==> config.mk <==
export PLATFORM = sky130hd
export DESIGN_NAME = rf_wb_arbiter
export DESIGN_NICKNAME = d
export VERILOG_FILES = /design/src/rtl/rf_wb_arbiter.sv
export SDC_FILE = /design/constraint.sdc
export NUM_CORES = 1
export LEC_CHECK = 0
export BUFFER_PORTS_ARGS = -buffer_cell sky130_fd_sc_hd__buf_2
export CAP_MARGIN = 40
export CORE_ASPECT_RATIO = 0.5
export CORE_MARGIN = 10
export CORE_UTILIZATION = 46
export CTS_BUF_LIST = sky130_fd_sc_hd__clkbuf_16
export DETAILED_ROUTE_END_ITERATION = 10
export GPL_TIMING_DRIVEN = 0
export PLACE_DENSITY_LB_ADDON = 0.1
export SLEW_MARGIN = 10
export SYNTH_ARGS = -nofsm -noshare
export SYNTH_HDL_FRONTEND = slang
export SYNTH_SLANG_ARGS = --single-unit
==> constraint.sdc <==
create_clock -name clk -period 3.15 [get_ports clk]
set_input_delay 0.1575 -clock clk [delete_from_list [all_inputs] [get_ports clk]]
set_output_delay 0.1575 -clock clk [all_outputs]
set_load 0.005 [all_outputs]
==> src/rtl/rf_wb_arbiter.sv <==
//------------------------------------------------------------------------------
// Module   : rf_wb_arbiter
// Purpose  : Two-requester writeback arbiter for a single register-file write
//            port, with a per-register pending-write scoreboard.
// Option   : RF_WB_COALESCE_EN merges same-address requests into one A write.
// Revision : 1.0 - initial release
//------------------------------------------------------------------------------
`default_nettype none

module rf_wb_arbiter #(
  parameter int DATA_W = 16,
  parameter int ADDR_W = 3,
  parameter int NREG   = 8
) (
  input  logic              clk,
  input  logic              reset,
  input  logic              a_valid,
  input  logic [ADDR_W-1:0] a_addr,
  input  logic [DATA_W-1:0] a_data,
  output logic              a_ready,
  input  logic              b_valid,
  input  logic [ADDR_W-1:0] b_addr,
  input  logic [DATA_W-1:0] b_data,
  output logic              b_ready,
  input  logic              hold,
  output logic              rf_we,
  output logic [ADDR_W-1:0] rf_waddr,
  output logic [DATA_W-1:0] rf_wdata,
  output logic [NREG-1:0]   busy,
  output logic              grant_last
);

  logic              w_grant_a;
  logic              w_grant_b;
  logic              rf_we_q,      rf_we_d;
  logic [ADDR_W-1:0] rf_waddr_q,   rf_waddr_d;
  logic [DATA_W-1:0] rf_wdata_q,   rf_wdata_d;
  logic              grant_last_q, grant_last_d;

  // B is the older instruction, so a same-address collision must let B write first
  always_comb begin
    w_grant_a = 1'b0;
    w_grant_b = 1'b0;
    if (!reset && !hold) begin
      if (a_valid && b_valid) begin
        if (a_addr == b_addr) begin
`ifdef RF_WB_COALESCE_EN
          w_grant_a = 1'b1;
          w_grant_b = 1'b1;
`else
          w_grant_b = 1'b1;
`endif
        end else if (grant_last_q) begin
          w_grant_a = 1'b1;
        end else begin
          w_grant_b = 1'b1;
        end
      end else begin
        w_grant_a = a_valid;
        w_grant_b = b_valid;
      end
    end
  end

  // A takes precedence in the data mux so a coalesced pair writes A's value
  always_comb begin
    rf_we_d      = w_grant_a | w_grant_b;
    rf_waddr_d   = rf_waddr_q;
    rf_wdata_d   = rf_wdata_q;
    grant_last_d = grant_last_q;
    if (w_grant_a) begin
      rf_waddr_d   = a_addr;
      rf_wdata_d   = a_data;
      grant_last_d = 1'b0;
    end else if (w_grant_b) begin
      rf_waddr_d   = b_addr;
      rf_wdata_d   = b_data;
      grant_last_d = 1'b1;
    end
  end

  always_ff @(posedge clk) begin
    if (reset) begin
      rf_we_q      <= 1'b0;
      rf_waddr_q   <= '0;
      rf_wdata_q   <= '0;
      grant_last_q <= 1'b1;
    end else begin
      rf_we_q      <= rf_we_d;
      rf_waddr_q   <= rf_waddr_d;
      rf_wdata_q   <= rf_wdata_d;
      grant_last_q <= grant_last_d;
    end
  end

  generate
    for (genvar gi = 0; gi < NREG; gi++) begin : g_busy
      assign busy[gi] = !reset &&
                        ((a_valid && (a_addr     == ADDR_W'(gi))) ||
                         (b_valid && (b_addr     == ADDR_W'(gi))) ||
                         (rf_we_q && (rf_waddr_q == ADDR_W'(gi))));
    end
  endgenerate

  assign a_ready    = w_grant_a;
  assign b_ready    = w_grant_b;
  assign rf_we      = rf_we_q;
  assign rf_waddr   = rf_waddr_q;
  assign rf_wdata   = rf_wdata_q;
  assign grant_last = grant_last_q;

endmodule

`default_nettype wire

### Word-level counts from Yosys, hierarchy flattened

Index checks and enable logic that the tools add are counted.

| operators by class | value |
|---|---|
| add/subtract/negate cells | 0 |
| $mul | 0 |
| divide/modulo/power cells | 0 |
| magnitude comparators | 0 |
| equal/unequal tests | 22 |
| shifts and indexed selects | 0 |
| muxes and demuxes | 14 |
| bitwise gates (word level) | 1 |
| reduce and logical (&&, ||, !) cells | 56 |

Operator list:

| kind | count |
|---|---|
| 3-bit == test, second input constant | 12 |
| 1-bit logical AND | 34 |
| 16-bit two-way mux | 2 |
| 3-bit by 2-bit == test with 1-bit output, second input constant | 6 |
| 1-bit logical OR | 16 |
| 1-bit two-way mux | 10 |
| 3-bit by 1-bit == test with 1-bit output, second input constant | 3 |
| 3-bit zero test | 3 |
| 3-bit two-way mux | 2 |
| 3-bit == test | 1 |
| 1-bit zero test | 2 |
| 2-bit nonzero test | 1 |
| 1-bit bitwise OR | 1 |

| word-level totals | value |
|---|---|
| flip-flop bits (word level) | 21 |
| latch bits | 0 |
| memory bits (writable) | 0 |
| memory bits (read-only) | 0 |
| output and inout port bits | 31 |
| logic and storage cells | 97 |
| memories kept | 0 |

### Depth between registers and ports, before layout

Gate-level depths: netlist of the first run.

| logic depth | value |
|---|---|
| depth in word-level cells | 6 |
| mapped depth | 7 |
| depth with buffers taken out | 4 |

### Least setup slack after synthesis of the first run

No wires, ideal clock.

| path | value |
|---|---|
| kind | in2reg |
| from | input a_addr[0] |
| to | register rf_wdata_q[10] (netlist: rf_wdata[10]) |
| data arrival time | 1.374 ns |
| required time | 3.031 ns |
| setup slack | 1.657 ns |
| cell stages on the path | 6 |
| path buffers | 2 |
| cell sequence | buf_6 -> xor2_1 -> o311ai_2 -> nand3b_2 -> buf_6 -> o221a_1 |

| on the way | value |
|---|---|
| longest elaborated chain between the ends | 5 |

RTL lines:

| item | RTL line | text |
|---|---|---|
| start: declaration | 18 | `input logic [ADDR_W-1:0] a_addr,` |
| 3-bit == test * | 46 | `if (a_addr == b_addr) begin` |
| 1-bit two-way mux | 46 |  |
| 1-bit two-way mux | 45 | `if (a_valid && b_valid) begin` |
| 1-bit two-way mux | 44 | `if (!reset && !hold) begin` |
| 16-bit two-way mux or 2-bit nonzero test (tied branches) | - |  |
| end signal: assignment | 91 | `rf_wdata_q <= rf_wdata_d;` |
| end: declaration | 37 | `logic [DATA_W-1:0] rf_wdata_q, rf_wdata_d;` |

Every way passes the cells marked *; elsewhere a longest branch is shown, timed or not.
A chain may end at the register's enable or synchronous reset.

### Final worst setup path of the first run

| path | value |
|---|---|
| from | register rf_we_q (netlist: rf_we) |
| to | output busy[0] |

| on the way | value |
|---|---|
| longest elaborated chain between the ends | 3 |

RTL lines:

| item | RTL line | text |
|---|---|---|
| start: declaration | 35 | `logic rf_we_q, rf_we_d;` |
| start signal: assignment | 89 | `rf_we_q <= rf_we_d;` |
| 1-bit logical AND | 101 | `(rf_we_q && (rf_waddr_q == ADDR_W'(gi))));` |
| 1-bit logical OR | 100 | `(b_valid && (b_addr == ADDR_W'(gi))) \|\|` |
| 1-bit logical AND | 98 | `assign busy[gi] = !reset &&` |
| end: declaration | 29 | `output logic [NREG-1:0] busy,` |

Every way passes these cells.

==> results of run 1 <==
## state kept, by name (all words and copies together), names as in the netlist
name and cells:
rf_we 1, rf_waddr 3, grant_last 1, rf_wdata 16
## per-stage QoR
step | power [mW] | std cells
4_1_cts | 0.7575 | 266
6_report | 0.7520 | 266
5_1_grt | 0.7943 | 266
3_3_place_gp | 0.4854 | 262
2_1_floorplan | 0.4091 | 155
3_5_place_dp | 0.4886 | 262
## cell usage after synthesis, types with 2 or more instances
| cell | count | share of area, % |
|---|---|---|
| nor2_1 | 42 | 12 |
| dfxtp_1 | 21 | 33 |
| o221a_1 | 16 | 14 |
| nand3_1 | 9 | 3.6 |
| nor2b_1 | 6 | 3.0 |
| a21oi_1 | 5 | 2.0 |
| a31oi_1 | 5 | 2.5 |
| nand2_1 | 5 | 1.5 |
| clkbuf_1 | 4 | 1.2 |
| nand4_1 | 4 | 2.0 |
| buf_2 | 3 | 1.2 |
| buf_6 | 3 | 2.7 |
| nor3_1 | 3 | 1.2 |
| a211oi_1 | 2 | 1.2 |
| a32oi_1 | 2 | 1.4 |
| buf_1 | 2 | 0.59 |
| inv_2 | 2 | 0.59 |
| nand2b_1 | 2 | 0.99 |
| xor2_1 | 2 | 1.4 |
## area by class of cell
class	instances	share of cell area, %
clock buffers	3	4.304
repair buffers	70	20.09
well taps	37	2.654
multi-input cells	119	43.83
flip-flops and latches	21	24.10
clock inverters	1	0.2869
inverters	3	0.6456
plain buffers	12	4.089
## report_power, final
group	total, mW	switching (mW)	internal (mW)
sequential	0.304	0.0161	0.288
clock	0.268	0.0978	0.170
combinational	0.179	0.0943	0.0851
## worst min path at each step
stage	start	endpoint	slack, ps	cells after the start
2_1_floorplan	hold	rf_waddr[0]	330	1
4_1_cts	b_data[3]	rf_wdata[3]	160	2
5_1_grt	b_data[14]	rf_wdata[14]	170	2
3_5_place_dp	b_data[11]	rf_wdata[11]	420	2
6_report	b_data[3]	rf_wdata[3]	160	2
3_3_place_gp	b_data[1]	rf_wdata[1]	420	2
## routing by layer
| metal | wire [um] | up-vias | share of wire [%] | global-route usage (%) |
|---|---|---|---|---|
| met5 | 0 | - | 0 | 0 |
| met1 | 1744 | 676 | 41 | 16.90 |
| met4 | 38 | 0 | 0.90 | 4.086 |
| met3 | 471 | 4 | 11 | 5.867 |
| met2 | 1967 | 74 | 47 | 25.00 |
| li1 | - | 722 | - | - |
## cell families after synthesis
kind of cell	after synthesis
XOR/XNOR	3
AND/OR/NAND/NOR	74
flip-flops	21
AO/OA/AOI/OAI	41
buffers and inverters	15
multiplexers	1
==> impl_results.md, run 1 <==
- Post-CTS Hold Fix Bufs: 0
- Share of post-route cells with drive strength above 1: between 30% and 40%
- Worst-path clk slew: about 60 ps
- Final Max Tran Viols: 0
- I/O pins: 74
- CP arrival: between 1000 and 1500 ps
- IO Port Bufs: 70
- GRT overflow: 0
- Largest delay share family, worst path: flip-flops
- Full die area: 5382 um2
- Worst path cell trace: nor2b_1 > a22o_1 > a21oi_1 > nor2_1 > buf_2
- Most common cell after layout, fill and taps aside: buf_2
- CTS root buffer: clkbuf_16
- Reg2reg setup slack: 1700 ps
- Clock Skew: 2.262 ps
- WHS: ~160 ps
- Final Cycle Share: 49.64%
- Fmax: between 0.6 and 0.7 GHz
- Leak Pwr: roughly 0.82 nW
- Die Y: around 57 um
- Slowest-stage cell, CP: dfxtp_1
- WP depth: 5
- Filler Cell Count: about 250
- Slew Limit Headroom: about two thirds
- R2r endpoint: rf_wdata[5]
- Sequential share of the synthesized area: about a third
- Placed Area: 1664 um2
- Clk_lat worst skew: 250 ps
- Post-route DRC: 0
- CP Buf/Inv Count: 1
- Setup WS pre-CTS: roughly 1500 ps
- Antenna violation net count after detailed routing: 0
- Post-synth EDFFs: 0
- Setup violators final: 0
- R2R depth: 4
- Area of the multi-input gates: 764.5 um2
- CP Max Fanout: 6
- Net count after synthesis: between 150 and 200
- Number of core rows: 13
- Mapped Avg Cell Area: roughly 8 um2
- 1st-iter DRT viols: 66
- Slew @ Worst Pin: approximately 520 ps
- Min-delay worst type: input pin to flip-flop
- Routability cong.: 0.8014
- Largest net degree at the start of global routing: 13
- RSZ-0062 raised after global routing: false
- Post-Synth Adder-Cell Area: 0%
- Number of global-route vias before repair: around 1500
- Routed vias: roughly 1500
- Commonest non-fill, non-tap cells in the layout: 73 x buf_2, 42 x nor2_1, 21 x dfxtp_1
- Deepest clock path buffer count: 2
- CP Class: flip-flop to output port
- CP Launch Point: rf_we
- Wirelength, routed: roughly 4.2 mm
- RR Startpoint: grant_last
- Fin worst setup slack: 1586 ps
- Req. time, crit path: 2990 ps
- Post-synthesis cell type count: 36
- Prevailing post-synth register cell: dfxtp_1
- Final Hold Fails: 0
- First-pass GRT wire length: about 6.6 mm
- Crit path capture type: output port
- Crit-path max cell delay: between 400 and 500 ps
- Min Tclk post-route: 1564 ps
- Outcome: finished clean
- Vias per inst: around 5.5
- Critical path capture point: busy[0]
- Netlist Area Pre-Place: between 1000 and 1500 um2
- Post-CTS Setup Bufs: 0
- XOR/XNOR Fraction of Synth Area: 2.665%
- Gate Count Post-Synth: about 160
- Antenna violations before repair: 0
- Mux cell area share after synthesis: less than 1%
- Synth warn: 0
- CTS H-Tree Depth: 1
- Cts repair resizes: 0
- P&R area growth vs syn: 37.61%
- Ant diodes: 0
- Main combinational cell family by area after synthesis: compound AO/OA/AOI/OAI gates
- Sequential Area: ~420 um2
- Max Cap Viol: 0
- Design Area, Final: 1744 um2
- Final Core Density: roughly 67%
- Post-synthesis simple-gate area fraction: a little over a quarter
- Crit start category: flip-flop
- CTS Buf Count: 3
- Setup TNS: 0 ps
- HPWL after DPL: ~3.2 mm
- Router iterations before antenna repair: 4
- Synth Area in Compound Gates: a little under a third
- Total GRT Usage: approximately 15%
- Avg WL per Cell: roughly 16 um
- Core Region: ~2600 um2
- Max IR drop VDD: 0.2679 mV
- Fraction of registers with async set/reset: 0%
- CTS tree: built
- Fin nets: about 270
- Die Wd: ~94 um
- Number of clock sinks: 21
- FF+latch count, synth: 21
- Power density cells: 431.1 nW/um2
- Starting Density: 48.40%
(Power assumes the default switching activity.)
==> run 2: changes to the inputs <==
--- a/config.mk
+++ b/config.mk
@@ -9,7 +9,7 @@
 export CAP_MARGIN = 40
 export CORE_ASPECT_RATIO = 0.5
 export CORE_MARGIN = 10
-export CORE_UTILIZATION = 46
+export CORE_UTILIZATION = 43
 export CTS_BUF_LIST = sky130_fd_sc_hd__clkbuf_16
 export DETAILED_ROUTE_END_ITERATION = 10
 export GPL_TIMING_DRIVEN = 0
==> constraint.sdc (replaced) <==
create_clock -name clk -period 1.45 [get_ports clk]
set_input_delay 0.0725 -clock clk [delete_from_list [all_inputs] [get_ports clk]]
set_output_delay 0.0725 -clock clk [all_outputs]
set_load 0.005 [all_outputs]
==> impl_results.md, run 2 (same netlist as run 1, synthesis figures left out) <==
- Reg2reg setup slack: around 43 ps
- CTS root buffer: clkbuf_16
- Deepest clock path buffer count: 2
- Setup WS pre-CTS: -206.6 ps
- Min Tclk post-route: approximately 1400 ps
- CP arrival: 1540 ps
- Core Region: 2700 um2
- Number of core rows: 13
- Fmax: approximately 0.71 GHz
- Slew Limit Headroom: between 60% and 70%
- CP Launch Point: grant_last
- Ant diodes: 0
- CP Max Fanout: 10
- First-pass GRT wire length: just under 7 mm
- Post-route DRC: 0
- Power density cells: 928.6 nW/um2
- Final Cycle Share: 97.03%
- RSZ-0062 raised after global routing: false
- Total GRT Usage: between 10 and 15%
- Clock Power Share: a little over a third
- Internal power: approximately 1.2 mW
- Clock Skew: 3.017 ps
- Min-delay worst type: input pin to flip-flop
- Die Y: 58.39 um
- Final Hold Fails: 0
- Worst-path clk slew: around 60 ps
- Filler Cell Count: about 250
- Full die area: approximately 5700 um2
- Clk_lat worst skew: 250 ps
- Leak Pwr: between 0.8 and 0.9 nW
- Starting Density: between 40% and 50%
- Req. time, crit path: around 1600 ps
- Routed vias: ~1500
- Router iterations before antenna repair: 4
- IO Port Bufs: 70
- CP Class: flip-flop to flip-flop
- R2r endpoint: rf_wdata[4]
- Share of post-route cells with drive strength above 1: 40.35%
- Fin nets: between 200 and 300
- Outcome: finished clean
- Commonest non-fill, non-tap cells in the layout: 73 x buf_2, 42 x nor2_1, 16 x o221a_1, 16 x dfxtp_1, 9 x nand3_1
- RR Startpoint: grant_last
- Most common cell after layout, fill and taps aside: buf_2
- CTS Buf Count: 3
- Routability cong.: between 0.8 and 0.9
- Max Cap Viol: 0
- Crit start category: flip-flop
- Worst path cell trace: inv_1 > o32a_4 > buf_6 > o221a_1
- Crit path capture type: flip-flop
- CTS H-Tree Depth: 1
- I/O pins: 74
- Crit-path max cell delay: approximately 420 ps
- Final Max Tran Viols: 0
- GRT overflow: 0
- Switching share of power: 27.82%
- Max IR drop VDD: roughly 0.69 mV
- Wirelength, routed: between 4 and 5 mm
- Setup TNS: 0 ps
- Post-CTS Hold Fix Bufs: 0
- Logic gate share of total power: around a quarter
- Number of global-route vias before repair: between 1000 and 1500
- P&R area growth vs syn: 39.88%
- CTS tree: built
- Antenna violation net count after detailed routing: 0
- Sw power: 0.4580 mW
- Antenna violations before repair: 0
- Die Wd: roughly 97 um
- Number of clock sinks: 21
- R2R depth: 4
- Slowest-stage cell, CP: o32a_4
- HPWL after DPL: roughly 3.4 mm
- Setup violators final: 0
- Largest net degree at the start of global routing: 13
- Max reg flops: 16
- Share of power burned in registers: between 40 and 50%
- Critical path capture point: rf_wdata[4]
- Avg WL per Cell: ~16 um
- Vias per inst: about 5.6
- Slew @ Worst Pin: ~500 ps
- 1st-iter DRT viols: 71
- Fin worst setup slack: around 43 ps
==> run 2: through the flow <==
stage	hold WS, ps	utilization [%]	instance area (um2)	cells	power (mW)
2_1_floorplan	241.6	-	1267	155	0.8886
3_3_place_gp	331.6	61.63	1664	262	1.054
3_5_place_dp	337.2	61.63	1664	262	1.065
4_1_cts	74.57	64.69	1747	266	1.646
5_1_grt	80.79	65.66	1773	265	1.728
6_report	76.67	65.66	1773	265	1.646
==> run 2: worst max-delay path, delay by kind of cell, from the launching register on <==
family	cells	cell delay [ps]
AO/OA/AOI/OAI	2	670
buffers and inverters	2	240
flip-flops	1	380
==> run 2: cell type report <==
cell class | instances | area (um2) | share of cell area (%)
Tap cell | 37 | 46.29 | 2.611
Buffer | 11 | 67.56 | 3.811
Inverter | 3 | 11.26 | 0.6351
Clock buffer | 3 | 75.07 | 4.234
Timing Repair Buffer | 70 | 350.3 | 19.76
Clock inverter | 1 | 5.005 | 0.2823
Sequential cell | 21 | 426.7 | 24.06
Multi-Input combinational cell | 119 | 790.8 | 44.60
==> run 2: what timing repair did <==
item	CTS	global route
pin swaps	0	1
setup endpoints to repair	2	16
setup buffers	0	0
gates resized for setup	1	8
==> run 2: power by group through the flow <==
stage / sequential (mW) / combinational, mW / clock, mW
after global routing: 0.671 / 0.446 / 0.612
after detailed placement: 0.672 / 0.393 / 0
after global placement: 0.671 / 0.383 / 0
after CTS: 0.660 / 0.395 / 0.591
final: 0.665 / 0.399 / 0.582
after floorplan: 0.675 / 0.214 / 0
==> run 2: how the worst min path moves through the flow <==
stage	start	end	cells after the start	slack (ps)
global route	b_data[2]	rf_wdata[2]	2	80
global placement	b_data[14]	rf_wdata[14]	2	330
CTS	b_data[2]	rf_wdata[2]	2	70
detailed placement	b_data[2]	rf_wdata[2]	2	340
finish	b_data[2]	rf_wdata[2]	2	80
floorplan	hold	rf_waddr[0]	1	240
==> run 2: per-layer routing <==
| metal | up-vias | share of wire [%] | global-route usage, % |
|---|---|---|---|
| li1 | 723 | - | - |
| met1 | 683 | 45 | 17.29 |
| met2 | 63 | 46 | 23.58 |
| met3 | 2 | 7.6 | 5.006 |
| met5 | - | 0 | 0 |
| met4 | 0 | 0.79 | 3.758 |
==> run 3: changes to the inputs <==
--- a/config.mk
+++ b/config.mk
@@ -12,7 +12,6 @@
 export CORE_UTILIZATION = 43
 export CTS_BUF_LIST = sky130_fd_sc_hd__clkbuf_16
 export DETAILED_ROUTE_END_ITERATION = 10
-export GPL_TIMING_DRIVEN = 0
 export PLACE_DENSITY_LB_ADDON = 0.1
 export SLEW_MARGIN = 10
 export SYNTH_ARGS = -nofsm -noshare
==> impl_results.md, run 3 (same netlist as run 1, synthesis figures left out) <==
- PnR Total Power: between 1.5 and 2 mW
- Routability cong.: between 0.8 and 0.9
- Crit start category: flip-flop
- First-pass GRT wire length: 6.969 mm
- Final Cycle Share: roughly 95%
- Design Area, Final: ~1800 um2
- Wirelength, routed: about 4.3 mm
- Number of global-route vias before repair: 1509
- Fmax: approximately 0.72 GHz
- Post-route DRC: 0
- Post-CTS Setup Bufs: 0
- Setup WS pre-CTS: just over 70 ps
- Share of post-route cells with drive strength above 1: 43.51%
- P&R area growth vs syn: 45.71%
- Vias per inst: ~5.4
- 1st-iter DRT viols: 58
- Req. time, crit path: ~1400 ps
- Worst path cell trace: nor2b_2 > a32o_1 > a31oi_1 > nor2_1 > buf_2
- Outcome: finished clean
- CTS tree: built
- Crit-path max cell delay: about 320 ps
- Max IR drop VDD: just over 0.7 mV
- Ant diodes: 0
- Final Max Tran Viols: 0
- RSZ-0062 raised after global routing: false
- HPWL after DPL: 3.375 mm
- Full die area: approximately 5700 um2
- GRT overflow: 0
- CTS Buf Count: 3
- IO Port Bufs: 73
- Die Y: between 50 and 60 um
- CP arrival: between 1000 and 1500 ps
- Min-delay worst type: input pin to flip-flop
- Slew @ Worst Pin: between 300 and 400 ps
- Clk_lat worst skew: 250 ps
- Antenna violation net count after detailed routing: 0
- I/O pins: 74
- Min Tclk post-route: 1384 ps
- Total GRT Usage: ~14%
- Routed vias: between 1000 and 1500
- CP Class: flip-flop to output port
- WHS: 79.11 ps
- Final Hold Fails: 0
- Number of core rows: 13
- Commonest non-fill, non-tap cells in the layout: 73 x buf_2, 42 x nor2_1, 20 x dfxtp_1
- Cts repair resizes: 0
- Post-CTS Hold Fix Bufs: 0
- Fin worst setup slack: ~66 ps
- Worst-path clk slew: around 60 ps
- Leak Pwr: 0.8892 nW
- CTS H-Tree Depth: 1
- Antenna violations before repair: 0
- Router iterations before antenna repair: 4
- Die Wd: 96.78 um
- Starting Density: 46.94%
- Clock Skew: 1.148 ps
- CP Max Fanout: 4
- Max reg flops: 16
- Avg WL per Cell: 15.68 um
- CTS root buffer: clkbuf_16
- Setup TNS: 0 ps
- Core Region: 2700 um2
- Number of clock sinks: 21
- Most common cell after layout, fill and taps aside: buf_2
- Largest net degree at the start of global routing: 29
- Fin nets: between 200 and 300
- Setup violators final: 0
- Slew Limit Headroom: around 77%
- Max Cap Viol: 0
- Filler Cell Count: roughly 260
- Slowest-stage cell, CP: dfxtp_1
- Crit path capture type: output port
- Deepest clock path buffer count: 2
- Placed Area: about 1800 um2
- Power density cells: 902.1 nW/um2
## run 3: cell type report
class / count / area (um2) / share of cell area (%)
Multi-Input combinational cell: 119 / 767.0 / 41.53
Timing Repair Buffer: 92 / 520.5 / 28.18
Sequential cell: 21 / 421.7 / 22.83
Clock buffer: 3 / 75.07 / 4.065
Tap cell: 37 / 46.29 / 2.507
Inverter: 3 / 11.26 / 0.6098
Clock inverter: 1 / 5.005 / 0.2710
## run 3: layer usage
metal  GRT usage, %  vias up  wire, um
met3          4.540        2       350
met2          24.62       72      2054
met1          17.04      678      1896
met5              0        -         0
met4          3.340        0        27
li1               -      740         -
## run 3: report_power, final
group	switching (mW)	total [mW]	leakage (nW)	internal (mW)
Sequential	0.0286	0.655	0.174	0.627
Clock	0.208	0.578	0.0409	0.370
Combinational	0.215	0.433	0.674	0.218
Total	0.452	1.67	0.889	1.21
## run 3: path summary, 6_finish.rpt
path                                   from            to  slack, ps  depth (start not counted)
worst max-delay path                  rf_we       busy[2]         70                          5
worst min register to register  rf_waddr[1]   rf_waddr[1]        580                          2
worst min-delay path              b_data[6]   rf_wdata[6]         80                          2
worst max register to register   grant_last  rf_wdata[10]        220                          3
## run 3: stage by stage
stage	util, %	std cells
final	68.40	276
after global routing	68.40	276
after CTS	68.26	276
after detailed placement	65.29	272
after global placement	65.29	272
after floorplan	-	155
## run 3: critical path: cells and delay by family (launching register included)
kind | cells | cell delay (ps)
buffers and inverters | 1 | 130
AO/OA/AOI/OAI | 2 | 370
AND/OR/NAND/NOR | 2 | 240
flip-flops | 1 | 320
